--- src/rtl/wd_pkg.sv ---
// Shared types, default timings and sizing helpers for the watchdog reset sequencer.
package wd_pkg;

  typedef enum logic [3:0] {
    ST_RUN     = 4'b0001,
    ST_HOLD    = 4'b0010,
    ST_REL_YM  = 4'b0100,
    ST_REL_Z80 = 4'b1000
  } wd_state_e;

  localparam logic [1:0] CODE_RUN     = 2'd0;
  localparam logic [1:0] CODE_HOLD    = 2'd1;
  localparam logic [1:0] CODE_REL_YM  = 2'd2;
  localparam logic [1:0] CODE_REL_Z80 = 2'd3;

  localparam int WD_TIMEOUT_DEF   = 8;
  localparam int WD_HOLD_LEN_DEF  = 8;
  localparam int WD_REL_LAG_DEF   = 2;
  localparam int WD_WARN_LEAD_DEF = 2;

  // Bits needed to hold 0..v-1; never less than one bit.
  function automatic int wd_clog2(input int v);
    int r;
    r = 1;
    for (int i = 1; i < 31; i++) begin
      if ((1 << i) < v) r = i + 1;
    end
    return r;
  endfunction

  function automatic int wd_max3(input int a, input int b, input int c);
    int m;
    m = a;
    if (b > m) m = b;
    if (c > m) m = c;
    return m;
  endfunction

  function automatic logic [1:0] wd_code(input wd_state_e s);
    logic [1:0] c;
    c = CODE_RUN;
    case (s)
      ST_HOLD:    c = CODE_HOLD;
      ST_REL_YM:  c = CODE_REL_YM;
      ST_REL_Z80: c = CODE_REL_Z80;
      default:    c = CODE_RUN;
    endcase
    return c;
  endfunction

endpackage

--- src/rtl/wd_phase_counter.sv ---
// Shared phase counter: async clear, synchronous load, otherwise counts up every edge.
// tc_o flags the current count equal to the terminal value chosen by the owner.
module wd_phase_counter #(
  parameter int W = 3
) (
  input  logic         clk_i,
  input  logic         arst_i,
  input  logic         load_i,
  input  logic [W-1:0] load_val_i,
  input  logic [W-1:0] term_i,
  output logic [W-1:0] cnt_o,
  output logic         tc_o
);

  logic [W-1:0] cnt_q;
  logic [W-1:0] cnt_d;

  // No wrap protection needed: every phase leaves on its terminal count.
  assign cnt_d = load_i ? load_val_i : cnt_q + W'(1);

  always_ff @(posedge clk_i or posedge arst_i) begin
    if (arst_i) cnt_q <= '0;
    else        cnt_q <= cnt_d;
  end

  assign cnt_o = cnt_q;
  assign tc_o  = (cnt_q == term_i);

endmodule

--- src/rtl/wd_reset_sequencer.sv ---
// Watchdog timeout counter and staged system reset release (YM, then Z80, then 68k/HALT).
// The kick strobe WDRESET is the async clear, so a kick returns everything to RUN instantly.
module wd_reset_sequencer
  import wd_pkg::*;
#(
  parameter int TIMEOUT   = WD_TIMEOUT_DEF,
  parameter int HOLD_LEN  = WD_HOLD_LEN_DEF,
  parameter int REL_LAG   = WD_REL_LAG_DEF,
  parameter int WARN_LEAD = WD_WARN_LEAD_DEF
) (
  input  logic       WDCLK,
  input  logic       WDRESET,
  input  logic       nRST,
  output logic       nRESET,
  output logic       nHALT,
  output logic       nZ80RST,
  output logic       nYMRST,
  output logic       WD_BITE,
  output logic       WD_WARN,
  output logic [1:0] WD_STATE
);

  localparam int CNT_W   = wd_clog2(wd_max3(TIMEOUT, HOLD_LEN, REL_LAG));
  localparam int WARN_AT = TIMEOUT - WARN_LEAD;

  localparam logic [CNT_W-1:0] T_RUN  = CNT_W'(TIMEOUT - 1);
  localparam logic [CNT_W-1:0] T_HOLD = CNT_W'(HOLD_LEN - 1);
  localparam logic [CNT_W-1:0] T_REL  = CNT_W'(REL_LAG - 1);

  wd_state_e        state_q, state_d;
  logic             cnt_load;
  logic [CNT_W-1:0] cnt_load_val;
  logic [CNT_W-1:0] cnt_term;
  logic [CNT_W-1:0] cnt;
  logic             cnt_tc;

  logic       bite_q, bite_d;
  logic       warn_q, warn_d;
  logic       ym_q, ym_d;
  logic       z80_q, z80_d;
  logic       cpu_q, cpu_d;
  logic [1:0] code_q, code_d;

  wd_phase_counter #(.W(CNT_W)) u_cnt (
    .clk_i      (WDCLK),
    .arst_i     (WDRESET),
    .load_i     (cnt_load),
    .load_val_i (cnt_load_val),
    .term_i     (cnt_term),
    .cnt_o      (cnt),
    .tc_o       (cnt_tc)
  );

  always_comb begin
    state_d      = state_q;
    cnt_load     = 1'b0;
    cnt_load_val = '0;
    cnt_term     = T_RUN;
    bite_d       = 1'b0;
    warn_d       = 1'b0;

    if (!nRST) begin
      // Park one edge short of the end of HOLD so power-on release uses the normal staging.
      state_d      = ST_HOLD;
      cnt_load     = 1'b1;
      cnt_load_val = T_HOLD;
    end else begin
      unique case (state_q)
        ST_RUN: begin
          cnt_term = T_RUN;
          if (cnt_tc) begin
            state_d  = ST_HOLD;
            cnt_load = 1'b1;
            bite_d   = 1'b1;
          end else begin
            warn_d = ((int'(cnt) + 1) >= WARN_AT);
          end
        end
        ST_HOLD: begin
          cnt_term = T_HOLD;
          if (cnt_tc) begin
            state_d  = ST_REL_YM;
            cnt_load = 1'b1;
          end
        end
        ST_REL_YM: begin
          cnt_term = T_REL;
          if (cnt_tc) begin
            state_d  = ST_REL_Z80;
            cnt_load = 1'b1;
          end
        end
        ST_REL_Z80: begin
          cnt_term = T_REL;
          if (cnt_tc) begin
            state_d  = ST_RUN;
            cnt_load = 1'b1;
          end
        end
        default: begin
          state_d      = ST_HOLD;
          cnt_load     = 1'b1;
          cnt_load_val = T_HOLD;
        end
      endcase
    end

    // Outputs are registered from the next state so each pin is a bare flop.
    ym_d   = (state_d != ST_HOLD);
    z80_d  = (state_d == ST_RUN) || (state_d == ST_REL_Z80);
    cpu_d  = (state_d == ST_RUN);
    code_d = wd_code(state_d);
  end

  always_ff @(posedge WDCLK or posedge WDRESET) begin
    if (WDRESET) begin
      state_q <= ST_RUN;
      bite_q  <= 1'b0;
      warn_q  <= 1'b0;
      ym_q    <= 1'b1;
      z80_q   <= 1'b1;
      cpu_q   <= 1'b1;
      code_q  <= CODE_RUN;
    end else begin
      state_q <= state_d;
      bite_q  <= bite_d;
      warn_q  <= warn_d;
      ym_q    <= ym_d;
      z80_q   <= z80_d;
      cpu_q   <= cpu_d;
      code_q  <= code_d;
    end
  end

  assign nYMRST   = ym_q  & nRST;
  assign nZ80RST  = z80_q & nRST;
  assign nRESET   = cpu_q & nRST;
  assign nHALT    = cpu_q & nRST;
  assign WD_BITE  = bite_q;
  assign WD_WARN  = warn_q;
  assign WD_STATE = code_q;

endmodule

--- config.mk ---
export PLATFORM = sky130hd
export DESIGN_NAME = wd_reset_sequencer
export DESIGN_NICKNAME = d
export VERILOG_FILES = /design/src/rtl/wd_pkg.sv /design/src/rtl/wd_phase_counter.sv /design/src/rtl/wd_reset_sequencer.sv
export SDC_FILE = /design/constraint.sdc
export NUM_CORES = 1
export LEC_CHECK = 0
export BUFFER_PORTS_ARGS = -buffer_cell sky130_fd_sc_hd__buf_2
export CAP_MARGIN = 20
export CORE_UTILIZATION = 23
export DETAILED_ROUTE_END_ITERATION = 16
export PLACE_DENSITY = 0.49
export SYNTH_ARGS = -nofsm -noshare
export SYNTH_HDL_FRONTEND = slang
export SYNTH_SLANG_ARGS = --single-unit
export TNS_END_PERCENT = 5
--- constraint.sdc ---
create_clock -name WDCLK -period 2.7 [get_ports WDCLK]
set_input_delay 0.54 -clock WDCLK [delete_from_list [all_inputs] [get_ports WDCLK]]
set_output_delay 0.54 -clock WDCLK [all_outputs]
set_load 0.03 [all_outputs]
==> results of run 1 <==
power by group through the flow:
stage	clock network [W]	logic (W)	registers (W)
floorplan	0	0.000304	0.000338
global placement	0	0.000361	0.000349
CTS	0.000214	0.000370	0.000350
detailed placement	0	0.000369	0.000354
finish	0.000204	0.000367	0.000351
global route	0.000219	0.000413	0.000362
layout make-up:
cell class                 instances  area [um^2]  share of cell area, %
sequential                        14          355                   35.9
inverter                           3         11.3                   1.14
timing repair buffer              10         50.0                   5.06
multi-input combinational         62          460                   46.5
tap                               46         57.6                   5.82
clock buffer                       4         55.1                   5.56
kinds of logic (layout without fill, tap and decap cells):
group,count (synthesis),count (layout),synth area share [%]
compound gates,25,25,22.1
xor+xnor,3,3,3.05
fa+ha+maj,2,2,2.90
buf+inv,10,17,5.37
flops,14,14,41.2
simple gates,32,32,25.4
cells in the final DEF, fill, tap and decap left out, drive strengths merged, types with 2 or more instances in the layout:
master  count
dfrtp      10
buf        10
o21ai       6
a211oi      6
and2        4
clkbuf      4
dfstp       4
inv         3
o211ai      3
nand2b      3
nor2        3
nor2b       3
nand3b      3
nand2       3
o21a        3
nor3b       3
a21oi       2
or4b        2
nor3        2
xnor2       2
ha          2
registers in the layout (all words and copies together), names as in the netlist:
register,cells
z80_q,1
state_q,4
WD_STATE,2
ym_q,1
WD_BITE,1
WD_WARN,1
cpu_q,1
u_cnt.cnt_o,3
worst reg2reg max path, cell delays in order (launching register included):
cell	delay (ns)
dfrtp_1	0.53
xor2_1	0.25
and3_1	0.28
or2_2	0.36
a221oi_2	0.25
worst paths after layout:
kind                                 from             end  slack, ns  depth (start not counted)
max in group asynchronous         WDRESET           z80_q       1.99                          2
min                               WDRESET     WD_STATE[0]       0.34                          2
max reg2reg                    state_q[3]     WD_STATE[0]       0.93                          4
max                            state_q[3]     WD_STATE[0]       0.93                          4
min in group WDCLK         u_cnt.cnt_o[0]  u_cnt.cnt_o[0]       0.55                          1
min reg2reg                u_cnt.cnt_o[0]  u_cnt.cnt_o[0]       0.55                          1
metrics by stage:
stage | instance area, um^2 | setup slack [ns] | total power (W) | hold slack (ns)
final | 990 | 0.930 | 0.000922 | 0.336
after global routing | 990 | 0.779 | 0.000994 | 0.386
after CTS | 990 | 0.924 | 0.000934 | 0.358
after detailed placement | 935 | 0.777 | 0.000723 | 0.537
after global placement | 935 | 0.836 | 0.000710 | 0.512
after floorplan | 862 | 0.840 | 0.000642 | 0.426
metal layers:
| metal | GRT usage, % | share of wire [%] | vias up | routed length (um) |
|---|---|---|---|---|
| met3 | 1.63 | 3.2 | 2 | 55 |
| li1 | - | - | 324 | - |
| met4 | 5.11 | 1.5 | 0 | 27 |
| met1 | 13.1 | 52 | 318 | 910 |
| met5 | 0 | 0 | - | 0 |
| met2 | 14.0 | 43 | 14 | 752 |
==> flow_summary.yaml, run 1 <==
worst_setup_path:
  cp_num_buf_inv: 0
  crit_chain: "xor2_1, and3_1, or2_2, a221oi_2"
  path_delay_family: "simple AND/OR/NAND/NOR gates"
  path_max_fanout: 14
  cp_slowest_stage_delay_ns: 0.53
  crit_type: "reg -> reg"
  slowest_stage: "dfrtp_1"
  critPathRequiredTime_ns: 2.85
  endpoint_kind: "flop"
  worstPathArrival_ns: 1.92
  crit_path_start_kind: "flop"
cells_and_area:
  nNetsFinal: 99
  fin_cells: 139
  n_fill_cell: 388
  area_growth_pct: 14.8
  final_core_util_pct: 28.5
  drive_gt1_share_pct: 29.0
  n_antenna_cell: 0
detailed_routing:
  wl_per_cell_um: 12.6
  drt_wl_total_um: 1750
  route.detailed.drc: 0
  viasPerCell: 4.73
  drtPass1Iterations: 4
  drtIter0Drc: 25
  via_count: 658
  ant_nets: 0
floorplan:
  dieArea_um2: 4000
  ios: 11
  rows: 21
  start_util_pct: 24.9
  core_um2: 3470
  fp.dieW_um: 63.2
  die_y_um: 63.2
power:
  sw_frac_of_total_pct: 40.2
  p_comb_share_pct: 39.8
  leakage_nw: 0.388
  p_int_w: 0.000551
  vdd_ir_drop_max_v: 0.000245
  powerDensity_nw_per_um2: 931
  clock_power_share_pct: 22.1
  seqPwrFrac_pct: 38.1
  p_sw_w: 0.000370
synth:
  async_flop_share_pct: 100
  netlist_instances: 86
  netlist_top_cells_count: "dfrtp_1 (10), o21ai_0 (6), a211oi_1 (5)"
  synth-seq-cells: 14
  synth-seq-area-share_pct: 41.2
  synth_nets: 91
  syn-cell-area_um2: 862
  syn_avg_cell_area_um2: 10.0
  ys_top_cells_by_area: "dfrtp_1 (29%), dfstp_2 (12%), a211oi_1 (4.4%)"
  synthFlopType: "dfrtp_1"
  synth_top_cell_by_area: "dfrtp_1"
  synth_edf_count: 0
  synthDistinctLibCells: 36
  netlist.area_leader.share_pct: 29.0
  yosysMostFrequentCell: "dfrtp_1"
  yosysWarningCount: 0
min_path:
  hp-class: "in -> async"
sta:
  post-route-period-util_pct: 65.5
  setup_tns_ns: 0
  setup_viol: 0
  hold_viol: 0
  slew_viol_final: 0
  fin_crit_ns: 1.77
  fmax_mhz: 565
  worst_pin_slew_ns: 0.551
  rsz0062_at_grt: "false"
  slew_headroom_pct: 63.2
  skew_ns: 0.00128
clock_network:
  htreeDepth: 1
  post_cts_buffers: 0
  clkTransAtPathRegs_ns: 0.06
  ctsHoldBuffers: 0
  clk-insertion-delay-late_ns: 0.24
  cts_tree: "done"
  clock_path_buffers: 2
  postCtsResizedCells: 0
  numCtsBuffers: 3
  root_buffer: "clkbuf_8"
  cts_sinks: 14
placed_design:
  dp_hpwl_um: 1220
  dp.cells: 135
  port_buffers: 10
  place_congestion: 0.718
global_routing:
  grt_overflow_total: 0
  grt_max_degree: 15
  antenna_found_initial: 0
  first_global_vias: 609
  grtUsageTotal_pct: 9.48
  grt_pass1_wl_um: 2930
run:
  drv_cap: 0
status:
  outcome: "completed"
(Power assumes the default switching activity.)
==> run 2, diff against run 1 <==
==> constraint.sdc (replaced) <==
create_clock -name WDCLK -period 1.8 [get_ports WDCLK]
set_input_delay 0.36 -clock WDCLK [delete_from_list [all_inputs] [get_ports WDCLK]]
set_output_delay 0.36 -clock WDCLK [all_outputs]
set_load 0.03 [all_outputs]
==> run 2 against run 1 <==
  * Sequential cell count unchanged
  * Clock power up 60%
  * Critical endpoint is now state_q[2]
  * Routed wire length up 11%
  * Count of clock-buffer cells in the layout unchanged
  * Cell area up 3.9%
  * Via count up 2.4%
  * Non-clock buffer count up 5
  * Largest power group unchanged
  * Setup slack worse by 0.79 ns
==> flow_summary.yaml, run 2 (synthesis results as in run 1) <==
status:
  outcome: "completed"
power:
  p_int_w: 0.000860
  seqPwrFrac_pct: 34.2
  total_power_w: 0.00145
  sw_frac_of_total_pct: 40.6
  leakage_nw: 0.411
  powerDensity_nw_per_um2: 1410
  vdd_ir_drop_max_v: 0.000325
  clock_power_share_pct: 22.5
  p_comb_share_pct: 43.3
  p_sw_w: 0.000587
sta:
  hold_viol: 0
  fmax_mhz: 601
  skew_ns: 0.00685
  slew_headroom_pct: 63.4
  setup_viol: 0
  post-route-period-util_pct: 92.4
  slew_viol_final: 0
  rsz0062_at_grt: "false"
  setup_tns_ns: 0
  fin_crit_ns: 1.66
  setup_slack_ns: 0.136
  worst_pin_slew_ns: 0.548
global_routing:
  grt_pass1_wl_um: 3260
  grt_overflow_total: 0
  use_met1_pct: 12.6
  grtUsageTotal_pct: 11.0
  grt_use_met3_pct: 2.36
  antenna_found_initial: 0
  grt_max_degree: 15
  top_usage_layer: "met2"
  first_global_vias: 677
  use_met2_pct: 17.7
worst_setup_path:
  endpoint_kind: "flop"
  worstPathArrival_ns: 1.84
  path_max_fanout: 9
  crit_path_start_kind: "flop"
  r2r_end: "state_q[2]"
  reg2reg_slack_ns: 0.14
  r2r_cells: 4
  crit_type: "reg -> reg"
  r2r_start: "state_q[2]"
  critPathRequiredTime_ns: 1.97
cells_and_area:
  largest-register: "state_q"
  drive_gt1_share_pct: 33.7
  final_cell_mix: "buf_2 (10), dfrtp_1 (9), o21ai_0 (6)"
  n_antenna_cell: 0
  nNetsFinal: 104
  area_growth_pct: 19.3
  largest_reg_flops: 4
  final_common_cell: "buf_2"
floorplan:
  die_y_um: 63.2
  ios: 11
  fp.dieW_um: 63.2
  rows: 21
  start_util_pct: 24.9
  core_um2: 3470
  dieArea_um2: 4000
detailed_routing:
  drtIter0Drc: 11
  ant_nets: 0
  route.detailed.drc: 0
  drtPass1Iterations: 4
  wl_per_cell_um: 13.4
  viasPerCell: 4.68
  via_count: 674
  drt_wl_total_um: 1930
placed_design:
  dp_slack_ns: 0.0814
  dp_hpwl_um: 1390
  port_buffers: 10
  place_congestion: 0.800
clock_network:
  numCtsBuffers: 3
  cts_sinks: 14
  cts_tree: "done"
  post_cts_buffers: 0
  root_buffer: "clkbuf_8"
  clkTransAtPathRegs_ns: 0.07
  htreeDepth: 1
  clock_path_buffers: 2
  clk-insertion-delay-late_ns: 0.26
run:
  drv_cap: 0
min_path:
  hp-class: "in -> async"
[run 2: through the flow]
step | util [%] | cell area (um^2) | hold slack (ns) | instances
after floorplan | - | 862 | 0.246 | 86
final | 29.7 | 1030 | 0.135 | 144
after detailed placement | 28.0 | 972 | 0.447 | 140
after global placement | 28.0 | 972 | 0.431 | 140
after global routing | 29.7 | 1030 | 0.193 | 144
after CTS | 29.6 | 1030 | 0.161 | 144
[run 2: final cells by class]
cell class | instances | area [um^2]
inverters | 3 | 11.3
multi-input cells | 62 | 460
fillers | 391 | 2440
clock buffers | 4 | 55.1
repair buffers | 15 | 87.6
flip-flops and latches | 14 | 357
well taps | 46 | 57.6
[run 2: routing by layer]
layer	wire length [um]	vias to the layer above
li1	-	335
met1	892	322
met2	916	12
met3	59	5
met4	63	0
met5	0	-
[run 2: power groups by stage]
stage	clock (W)	sequential [W]	combinational, W
5_1_grt	0.000355	0.000505	0.000698
3_5_place_dp	0	0.000498	0.000629
3_3_place_gp	0	0.000487	0.000622
4_1_cts	0.000338	0.000493	0.000632
2_1_floorplan	0	0.000506	0.000456
6_report	0.000326	0.000494	0.000627
[run 2: how the worst max path moves through the flow]
stage                     from    endpoint
global route        state_q[1]  state_q[2]
CTS                 state_q[2]  state_q[2]
floorplan           state_q[0]  state_q[2]
global placement          nRST  state_q[2]
finish              state_q[2]  state_q[2]
detailed placement  state_q[2]  state_q[2]
[run 2: worst max-delay path, cell delays in order (launching register included)]
cell	delay, ns
dfrtp_2	0.47
xor2_1	0.24
a21oi_2	0.15
or4_1	0.51
a211oi_2	0.20
[run 2: timing repair]
action / CTS / global route
gates resized for setup: 0 / 1
setup endpoints to repair: 0 / 1
hold buffers: 0 / 0
==> run 3, diff against run 2 <==
--- a/config.mk
+++ b/config.mk
@@ -9,7 +9,9 @@
 export CAP_MARGIN = 20
 export CORE_UTILIZATION = 23
 export DETAILED_ROUTE_END_ITERATION = 16
+export GPL_TIMING_DRIVEN = 0
 export PLACE_DENSITY = 0.49
+export SLEW_MARGIN = 5
 export SYNTH_ARGS = -nofsm -noshare
 export SYNTH_HDL_FRONTEND = slang
 export SYNTH_SLANG_ARGS = --single-unit
==> run 3 against run 2 <==
  * First-iteration DRC count increased by 100%
  * Register-to-register slack about the same
  * Final cell count is 1.4% higher
  * Highest routed layer unchanged
  * Clock skew down 0.0061 ns
  * Routed wire length decreased by 10%
  * Maximum frequency barely moved
  * Critical path type unchanged
  * Utilization is 0.11 points lower
  * Non-clock buffer count rose by 2
  * Combinational power hardly changed
  * Sequential power is 5.1% lower
  * Clock power decreased by 4%
==> flow_summary.yaml, run 3 (synthesis results as in run 1) <==
cells_and_area:
  n_antenna_cell: 0
  drive_gt1_share_pct: 32.0
  area_growth_pct: 18.9
  fin_cells: 146
  regArea_um2: 355
  largest_reg_flops: 4
  multi_input_area_um2: 460
  n_fill_cell: 376
  nNetsFinal: 106
  final_cell_mix: "buf_2 (14), dfrtp_1 (10), o21ai_0 (6)"
  final_common_cell: "buf_2"
  largest-register: "state_q"
global_routing:
  top_usage_layer: "met2"
  grt_max_degree: 15
  grt_overflow_total: 0
  first_global_vias: 651
  grt_pass1_wl_um: 3110
  antenna_found_initial: 0
  grtUsageTotal_pct: 10.2
  use_met1_pct: 13.9
  grt_use_met3_pct: 2.17
  use_met2_pct: 14.0
worst_setup_path:
  r2r_end: "state_q[2]"
  r2r_cells: 5
  crit_path_start_kind: "flop"
  crit_chain: "nor3b_2, and3_1, buf_2, or4_1, a211oi_2"
  endpoint_kind: "flop"
  r2r_start: "state_q[0]"
  reg2reg_slack_ns: 0.14
  cp-startpoint: "state_q[0]"
  cp-endpoint: "state_q[2]"
  slowest_stage: "dfstp_2"
  cp_slowest_stage_delay_ns: 0.58
  critPathRequiredTime_ns: 1.96
  worstPathArrival_ns: 1.83
  path_max_fanout: 9
  crit_type: "reg -> reg"
detailed_routing:
  wl_per_cell_um: 11.9
  drt_wl_total_um: 1740
  route.detailed.drc: 0
  via_count: 694
  ant_nets: 0
  viasPerCell: 4.75
  drtIter0Drc: 22
  drtPass1Iterations: 6
power:
  leakage_nw: 0.415
  vdd_ir_drop_max_v: 0.000355
  powerDensity_nw_per_um2: 1370
clock_network:
  htreeDepth: 1
  clk-insertion-delay-late_ns: 0.25
  clock_path_buffers: 2
  clkTransAtPathRegs_ns: 0.06
  root_buffer: "clkbuf_8"
  cts_tree: "done"
  cts_sinks: 14
  ctsHoldBuffers: 0
  post_cts_buffers: 0
  postCtsResizedCells: 0
  numCtsBuffers: 3
placed_design:
  place_congestion: 0.795
  port_buffers: 10
  dp_hpwl_um: 1280
  dp.cells: 142
floorplan:
  core_um2: 3470
  ios: 11
  fp.dieW_um: 63.2
  start_util_pct: 24.9
  dieArea_um2: 4000
  die_y_um: 63.2
  rows: 21
sta:
  post-route-period-util_pct: 92.4
  hold_viol: 0
  slew_viol_final: 0
  slew_headroom_pct: 65.2
  setup_viol: 0
  skew_ns: 0.000698
  setup_tns_ns: 0
  fmax_mhz: 601
  fin_crit_ns: 1.66
  worst_pin_slew_ns: 0.522
  rsz0062_at_grt: "false"
status:
  outcome: "completed"
run:
  drv_cap: 0
min_path:
  hp-class: "in -> async"
## run 3: layout make-up
| type | count | area share (%) |
|---|---|---|
| Multi-Input combinational cell | 62 | 44.9 |
| Sequential cell | 14 | 34.7 |
| Tap cell | 46 | 5.62 |
| Clock buffer | 4 | 5.37 |
| Timing Repair Buffer | 10 | 4.88 |
| Buffer | 7 | 3.42 |
| Inverter | 3 | 1.10 |
## run 3: worst min-delay path by stage
stage,startpoint,endpoint,slack [ns],cells past startpoint
6_report,WDRESET,WD_STATE[0],0.14,2
5_1_grt,WDRESET,state_q[1],0.19,2
4_1_cts,WDRESET,state_q[1],0.16,2
3_5_place_dp,WDRESET,WD_BITE,0.43,2
3_3_place_gp,WDRESET,WD_STATE[1],0.42,2
2_1_floorplan,WDRESET,WD_BITE,0.25,1
## run 3: layer usage
metal	wire length, um	vias to the layer above
met1	865	328
li1	-	343
met4	63	0
met2	744	18
met5	0	-
met3	62	5
## run 3: power by group
group / switching [W] / leakage [nW] / internal [W] / total, W
clock network: 0.000119 / 0.0288 / 0.000194 / 0.000313
registers: 0.0000646 / 0.161 / 0.000404 / 0.000469
logic: 0.000381 / 0.225 / 0.000246 / 0.000628
total: 0.000564 / 0.415 / 0.000845 / 0.00141
## run 3: stage by stage
stage / hold slack (ns) / instance area, um^2 / power [W] / worst slack [ns] / util (%)
6_report: 0.137 / 1020 / 0.00141 / 0.137 / 29.5
5_1_grt: 0.189 / 1020 / 0.00151 / 0.0486 / 29.5
4_1_cts: 0.161 / 1020 / 0.00142 / 0.134 / 29.5
3_5_place_dp: 0.429 / 970 / 0.00111 / 0.0804 / 28.0
3_3_place_gp: 0.417 / 970 / 0.00109 / 0.112 / 28.0
2_1_floorplan: 0.246 / 862 / 0.000963 / 0.267 / -
## run 3: critical path, delay by kind of cell, from the launching register on
| kind | cells | cell delay, ns |
|---|---|---|
| simple gates | 3 | 0.65 |
| compound gates | 1 | 0.20 |
| buf+inv | 1 | 0.16 |
| flops | 1 | 0.58 |
